### config.mk
export PLATFORM = sky130hd
export DESIGN_NAME = pad_gpio_sync_flat
export DESIGN_NICKNAME = d
export VERILOG_FILES = /design/src/rtl/pad_gpio_sync_if.sv /design/src/rtl/pad_gpio_sync.sv /design/src/flat_wrapper.sv
export SDC_FILE = /design/constraint.sdc
export NUM_CORES = 1
export LEC_CHECK = 0
export ABC_AREA = 0
export BUFFER_PORTS_ARGS = -buffer_cell sky130_fd_sc_hd__buf_2
export CAP_MARGIN = 20
export CELL_PAD_IN_SITES_DETAIL_PLACEMENT = 1
export CELL_PAD_IN_SITES_GLOBAL_PLACEMENT = 1
export CORE_MARGIN = 2
export CORE_UTILIZATION = 46
export CTS_BUF_LIST = sky130_fd_sc_hd__clkbuf_8 sky130_fd_sc_hd__clkbuf_16
export DETAILED_ROUTE_END_ITERATION = 10
export PLACE_DENSITY = 0.81
export RECOVER_POWER = 100
export SLEW_MARGIN = 20
export SYNTH_ARGS = -nofsm -noshare
export SYNTH_HDL_FRONTEND = slang
export SYNTH_SLANG_ARGS = --single-unit
### constraint.sdc
create_clock -name clk_i -period 12.32 [get_ports clk_i]
set_clock_uncertainty 0.15 [all_clocks]
set_input_delay 0.616 -clock clk_i [delete_from_list [all_inputs] [get_ports clk_i]]
set_output_delay 0.616 -clock clk_i [all_outputs]
set_load 0.02 [all_outputs]
### src/rtl/pad_gpio_sync_if.sv
// Pad-input conditioning bus: raw pad levels and filter controls in,
// conditioned pin values and edge pulses out.
interface pad_gpio_sync_if #(
    parameter int WIDTH  = 32,
    parameter int FILT_W = 4
);
    logic [WIDTH-1:0]  pad_din_i;
    logic [WIDTH-1:0]  pad_ie_i;
    logic [WIDTH-1:0]  filt_en_i;
    logic [FILT_W-1:0] filt_thresh_i;
    logic [WIDTH-1:0]  gpio_o;
    logic [WIDTH-1:0]  rise_o;
    logic [WIDTH-1:0]  fall_o;

    modport master (
        output pad_din_i, pad_ie_i, filt_en_i, filt_thresh_i,
        input  gpio_o, rise_o, fall_o
    );

    modport slave (
        input  pad_din_i, pad_ie_i, filt_en_i, filt_thresh_i,
        output gpio_o, rise_o, fall_o
    );
endinterface

### src/rtl/pad_gpio_sync.sv
// Gates pad inputs with their enable, synchronises them into clk_i, applies a
// per-pin glitch filter and emits one-cycle rise/fall pulses of the result.
module pad_gpio_sync #(
    parameter int WIDTH       = 32,
    parameter int SYNC_STAGES = 2,   // legal range 2..4
    parameter int FILT_W      = 4
) (
    input  logic             clk_i,
    input  logic             rst_i,
    pad_gpio_sync_if.slave   bus
);
    logic [WIDTH-1:0]                   w_masked;
    logic [SYNC_STAGES-1:0][WIDTH-1:0]  r_sync;
    logic [WIDTH-1:0]                   w_sync;
    logic [WIDTH-1:0]                   r_gpio;
    logic [WIDTH-1:0]                   r_rise;
    logic [WIDTH-1:0]                   r_fall;
    logic [WIDTH-1:0][FILT_W-1:0]       r_cnt;
    logic [WIDTH-1:0]                   w_gpio_nxt;
    logic [WIDTH-1:0][FILT_W-1:0]       w_cnt_nxt;

    // Masking happens before the first flop so a disabled pad never toggles the synchroniser.
    assign w_masked = bus.pad_din_i & bus.pad_ie_i;
    assign w_sync   = r_sync[SYNC_STAGES-1];

    // NOTE: every flop, counters included, is cleared by the async reset so a reset mid-count discards it.
    always_ff @(posedge clk_i or posedge rst_i) begin
        if (rst_i) begin
            r_sync <= '0;
        end else begin
            // NOTE: non-blocking assignments keep each stage one cycle behind the previous one.
            r_sync <= {r_sync[SYNC_STAGES-2:0], w_masked};
        end
    end

    // A change is accepted once the counter has reached the threshold; any matching sample restarts it.
    always_comb begin
        // NOTE: defaults first so every path assigns both outputs and no latch is inferred.
        w_gpio_nxt = r_gpio;
        w_cnt_nxt  = r_cnt;
        for (int i = 0; i < WIDTH; i++) begin
            if (!bus.filt_en_i[i]) begin
                w_gpio_nxt[i] = w_sync[i];
                w_cnt_nxt[i]  = '0;
            end else if (w_sync[i] == r_gpio[i]) begin
                w_cnt_nxt[i]  = '0;
            end else if (r_cnt[i] >= bus.filt_thresh_i) begin
                w_gpio_nxt[i] = w_sync[i];
                w_cnt_nxt[i]  = '0;
            end else begin
                w_cnt_nxt[i]  = r_cnt[i] + FILT_W'(1);
            end
        end
    end

    always_ff @(posedge clk_i or posedge rst_i) begin
        if (rst_i) begin
            r_gpio <= '0;
            r_rise <= '0;
            r_fall <= '0;
            r_cnt  <= '0;
        end else begin
            r_gpio <= w_gpio_nxt;
            r_rise <= w_gpio_nxt & ~r_gpio;
            r_fall <= ~w_gpio_nxt & r_gpio;
            r_cnt  <= w_cnt_nxt;
        end
    end

    assign bus.gpio_o = r_gpio;
    assign bus.rise_o = r_rise;
    assign bus.fall_o = r_fall;
endmodule
### src/flat_wrapper.sv
// flat-port wrapper written by rule: the top's interface ports become plain ports
module pad_gpio_sync_flat 
#(
    parameter int WIDTH       = 32,
    parameter int SYNC_STAGES = 2,                      
    parameter int FILT_W      = 4
)
  (clk_i, rst_i, bus_pad_din_i, bus_pad_ie_i, bus_filt_en_i, bus_filt_thresh_i, bus_gpio_o, bus_rise_o, bus_fall_o);
  pad_gpio_sync_if #(.WIDTH(WIDTH), .FILT_W(FILT_W)) bus_i ();
  input  logic clk_i;
  input  logic rst_i;
  input wire logic [$bits(bus_i.pad_din_i)-1:0] bus_pad_din_i;
  input wire logic [$bits(bus_i.pad_ie_i)-1:0] bus_pad_ie_i;
  input wire logic [$bits(bus_i.filt_en_i)-1:0] bus_filt_en_i;
  input wire logic [$bits(bus_i.filt_thresh_i)-1:0] bus_filt_thresh_i;
  output wire logic [$bits(bus_i.gpio_o)-1:0] bus_gpio_o;
  output wire logic [$bits(bus_i.rise_o)-1:0] bus_rise_o;
  output wire logic [$bits(bus_i.fall_o)-1:0] bus_fall_o;
  assign bus_i.pad_din_i = bus_pad_din_i;
  assign bus_i.pad_ie_i = bus_pad_ie_i;
  assign bus_i.filt_en_i = bus_filt_en_i;
  assign bus_i.filt_thresh_i = bus_filt_thresh_i;
  assign bus_gpio_o = bus_i.gpio_o;
  assign bus_rise_o = bus_i.rise_o;
  assign bus_fall_o = bus_i.fall_o;
  pad_gpio_sync #(.WIDTH(WIDTH), .SYNC_STAGES(SYNC_STAGES), .FILT_W(FILT_W)) u_core (.clk_i(clk_i), .rst_i(rst_i), .bus(bus_i));
endmodule
# After elaboration in Yosys (flattened, before gate mapping)
# Cells that the tools add are included.
dict set report totals {
  register_bits 288
  in_bits 102
  out_inout_bits 96
  wordCells 330
}
dict set report classes {
  addsub 32
  magnitude_cmp 32
  n_eq_ne 32
  mux 192
  bitwise_logic 5
}
# op n
set ops {}
lappend ops {{$mux 4} 96}
lappend ops {{$add 4x1->4 const B} 32}
lappend ops {{$ge 4x4->1} 32}
lappend ops {{$and 32x32->32} 3}
lappend ops {{$mux 1} 96}
lappend ops {{$not 32->32} 2}
lappend ops {{$eq 1x1->1} 32}

# Logic depth before layout (Yosys ltp)
dict set report depth {
  ltp_word 6
  ltp_mapped 6
  mapped_depth_nobuf 6
}

# Worst setup path after synthesis
# No wires, ideal clock.
dict set report synth_timing {
  path_type {input-to-reg}
  startpoint {input port bus_filt_thresh_i[1]}
  endpoint {register u_core.r_gpio[16] (netlist: u_core.bus.gpio_o[16])}
  setup_ns 0.125
  arrival_time_ns 2.246
  setup_slack_ns 9.799
  stages 5
  path_buffers 0
  path_cell_list {inv_1 > ha_1 > o211ai_1 > o2111a_2 > mux2_4}
}
dict set report synth_between {
  elab_chain_len 4
}
# item line
set synth_lines {}
lappend synth_lines {{start: declaration} flat_wrapper.sv:15} ;# input wire logic [$bits(bus_i.filt_thresh_i)-1:0] bus_filt_thresh_i;
lappend synth_lines {{$ge 4x4->1} pad_gpio_sync.sv:47} ;# end else if (r_cnt[i] >= bus.filt_thresh_i) begin
lappend synth_lines {{$mux 1} pad_gpio_sync.sv:47}
lappend synth_lines {{$mux 1} pad_gpio_sync.sv:45} ;# end else if (w_sync[i] == r_gpio[i]) begin
lappend synth_lines {{$mux 1} pad_gpio_sync.sv:42} ;# if (!bus.filt_en_i[i]) begin
lappend synth_lines {{named net u_core.w_gpio_nxt[16]} pad_gpio_sync.sv:19} ;# logic [WIDTH-1:0] w_gpio_nxt;
lappend synth_lines {{end signal: assignment} pad_gpio_sync.sv:63} ;# r_gpio <= w_gpio_nxt;
lappend synth_lines {{end: declaration} pad_gpio_sync.sv:15} ;# logic [WIDTH-1:0] r_gpio;
# The timed path passes the listed nets, and every way through them passes these cells.

==> results.yml <==
die:
  dieWidth_um: 174
  coreArea_mm2: 0.0286
  row_count: 62
  initial_core_util: 0.467
  die_h_um: 174
  boundaryPins: 198
  fp.dieArea_mm2: 0.0304
pwr:
  leakagePower_nw: 7.73
  peakVddDrop_uv: 105
  p_per_area_mw_per_mm2: 143
critical_path:
  timing.rr.end: "u_core.bus.gpio_o[14]"
  r2r_start: "u_core.r_cnt[56]"
  worstPathRequired_ps: 12690
  reg2reg_slack_ps: 10340
  crit_fanout: 71
  critical_path.startpoint: "rst_i"
  worstSetupPathType: "in -> async"
  endpoint_kind: "asynchronous set/reset pin"
  cp.arrival_ps: 6200
  critPathLaunchType: "input port"
  rr_worst_depth: 5
global_route:
  grt.busiest_layer: "met2"
  use_met2: 0.365
  antenna_found_initial: 2
  grt_pass1_vias: 9998
  grt_overflow: 0
  met3_usage: 0.0381
  grt_max_degree: 84
  use_met1: 0.245
  grt_use_total: 0.201
  grt_pass1_wl_um: 50100
timing:
  min_period_over_period: 0.473
  max_freq_mhz: 172
  tightest_slew_ps: 3600
  post-route-min-period_ps: 5830
  timing.setup.tns_ps: 0
  max_slew_margin: -1.40
  finalSetupViolCount: 0
  drv_slew: 173
  rsz0062_at_grt: "false"
  hold_violations: 0
clock_network:
  cts_resized: 0
  htree_levels: 2
  root_buffer: "clkbuf_16"
  clk_pin_slew_ps: 60
  clk_latency_ps: 510
  tritoncts: "done"
  ctsHoldBuffers: 0
  cts.sinks: 288
  cts.path.max_buffers: 3
  cts_buffers: 34
  cts_setup_buffers: 0
layout:
  final_area_mm2: 0.0157
  layout_commonest_cell: "dfrtp_1"
  layout_common_cells: "dfrtp_1, ha_1, buf_2, clkbuf_1, nor2_1"
  diodes: 0
  fill_cells: 3057
  post-route-util: 0.547
  area_growth_pct: 17.2
  final_net_count: 1566
  drive_gt1_frac: 0.123
detailed_routing:
  post-route-drc-count: 0
  drt_iter0_markers: 324
  routedWlPerCell_um: 17.2
  via_per_inst: 5.18
  vias: 8839
  dr.pass1.iters: 4
  antenna_left: 0
  wirelength_um: 29400
status:
  violations: "max-capacitance violations, max-slew violations"
  status: "complete, but fails checks"
logic_synthesis:
  avgSynthCellArea_um2: 12.5
  synth_top_area_cell: "dfrtp_1"
  syn-cell-area_mm2: 0.0134
  synth_edf_count: 0
  yosys.area.top_type_share: 0.539
  synthFlopType: "dfrtp_1"
  synthesis.nets: 1330
  synth-seq-cells: 288
  netlist_instances: 1068
  yosys_warnings: 0
  synth.distinct_cells: 21
  yosysSeqAreaShare: 0.539
  async_flop_share: 1.00
  yosys-top-cells-area: "dfrtp_1, ha_1, nor3b_1"
placement:
  dpl_cell_area_mm2: 0.0149
  io_buffers: 197
  place_congestion: 0.758
  place_hpwl_um: 19900
min_path:
  hold_path.class: "in -> reg"
  holdPathStages: 2
  hp-start: "bus_pad_ie_i[12]"
  holdPathEnd: "u_core.r_sync[12]"
job:
  maxCapViolations: 3
[cell usage after synthesis (all sizes together), types with 8 or more instances]
cell,n
dfrtp,288
ha,160
nor2,96
nor3b,92
inv,68
xor2,64
nand2,60
and2,32
and3,32
mux2,32
nand3,32
xnor2,32
o2111a,28
o211ai,28
o21ai,8
[how the worst max path moves through the flow]
stage	to	cells after the start
finish	u_core.bus.gpio_o[19]	4
global route	u_core.bus.gpio_o[19]	4
CTS	u_core.w_sync[5]	4
detailed placement	u_core.r_sync[10]	4
global placement	u_core.bus.gpio_o[12]	4
floorplan	u_core.bus.fall_o[0]	1
[worst max-delay path: stages]
cell and delay [ps]:
clkbuf_1 90, clkinvlp_2 1740, clkbuf_1 2640, buf_4 1000
[flip-flops by register name (all words and copies together), names as in the netlist]
name,count
u_core.r_cnt,128
u_core.r_sync,32
u_core.bus.gpio_o,32
u_core.bus.fall_o,32
u_core.w_sync,32
u_core.bus.rise_o,32
[per-stage QoR]
| step | setup WS (ps) | total power, W | hold slack (ps) | instances |
|---|---|---|---|---|
| floorplan | 3610 | 0.00122 | 181 | 1068 |
| global placement | 9340 | 0.00130 | 182 | 1652 |
| detailed placement | 9230 | 0.00132 | 186 | 1652 |
| CTS | 9770 | 0.00230 | 27.3 | 1708 |
| global route | 5380 | 0.00235 | 149 | 1708 |
| finish | 6490 | 0.00225 | 159 | 1708 |
[final cells by class]
| cell class | count | area (um2) | area share |
|---|---|---|---|
| Clock inverter | 18 | 164 | 0.0105 |
| Inverter | 68 | 256 | 0.0164 |
| Tap cell | 384 | 480 | 0.0307 |
| Multi-Input combinational cell | 712 | 5760 | 0.368 |
| Timing Repair Buffer | 200 | 886 | 0.0566 |
| Sequential cell | 288 | 7210 | 0.460 |
| Clock buffer | 38 | 906 | 0.0578 |
[report_power, final]
| group | internal [W] | leakage, nW | switching, W |
|---|---|---|---|
| logic | 0.0000915 | 3.31 | 0.000148 |
| clock network | 0.000571 | 0.545 | 0.000392 |
| registers | 0.000996 | 3.87 | 0.0000462 |
[routing by layer]
metal	wire [um]	vias up	share of wire
li1	-	4165	-
met1	12300	4452	0.42
met2	15200	163	0.52
met3	1280	57	0.044
met4	627	2	0.021
met5	13	-	0.00044
[kinds of logic after synthesis]
family,share of synthesized area
muxes,0.0348
AOI/OAI and AO/OA,0.0479
and+or+nand+nor,0.146
DFF,0.539
adders and majority gates,0.150
buffers and inverters,0.0191
xor gates and xnor gates,0.0629
Note: power is estimated with default switching activity, not from simulation.
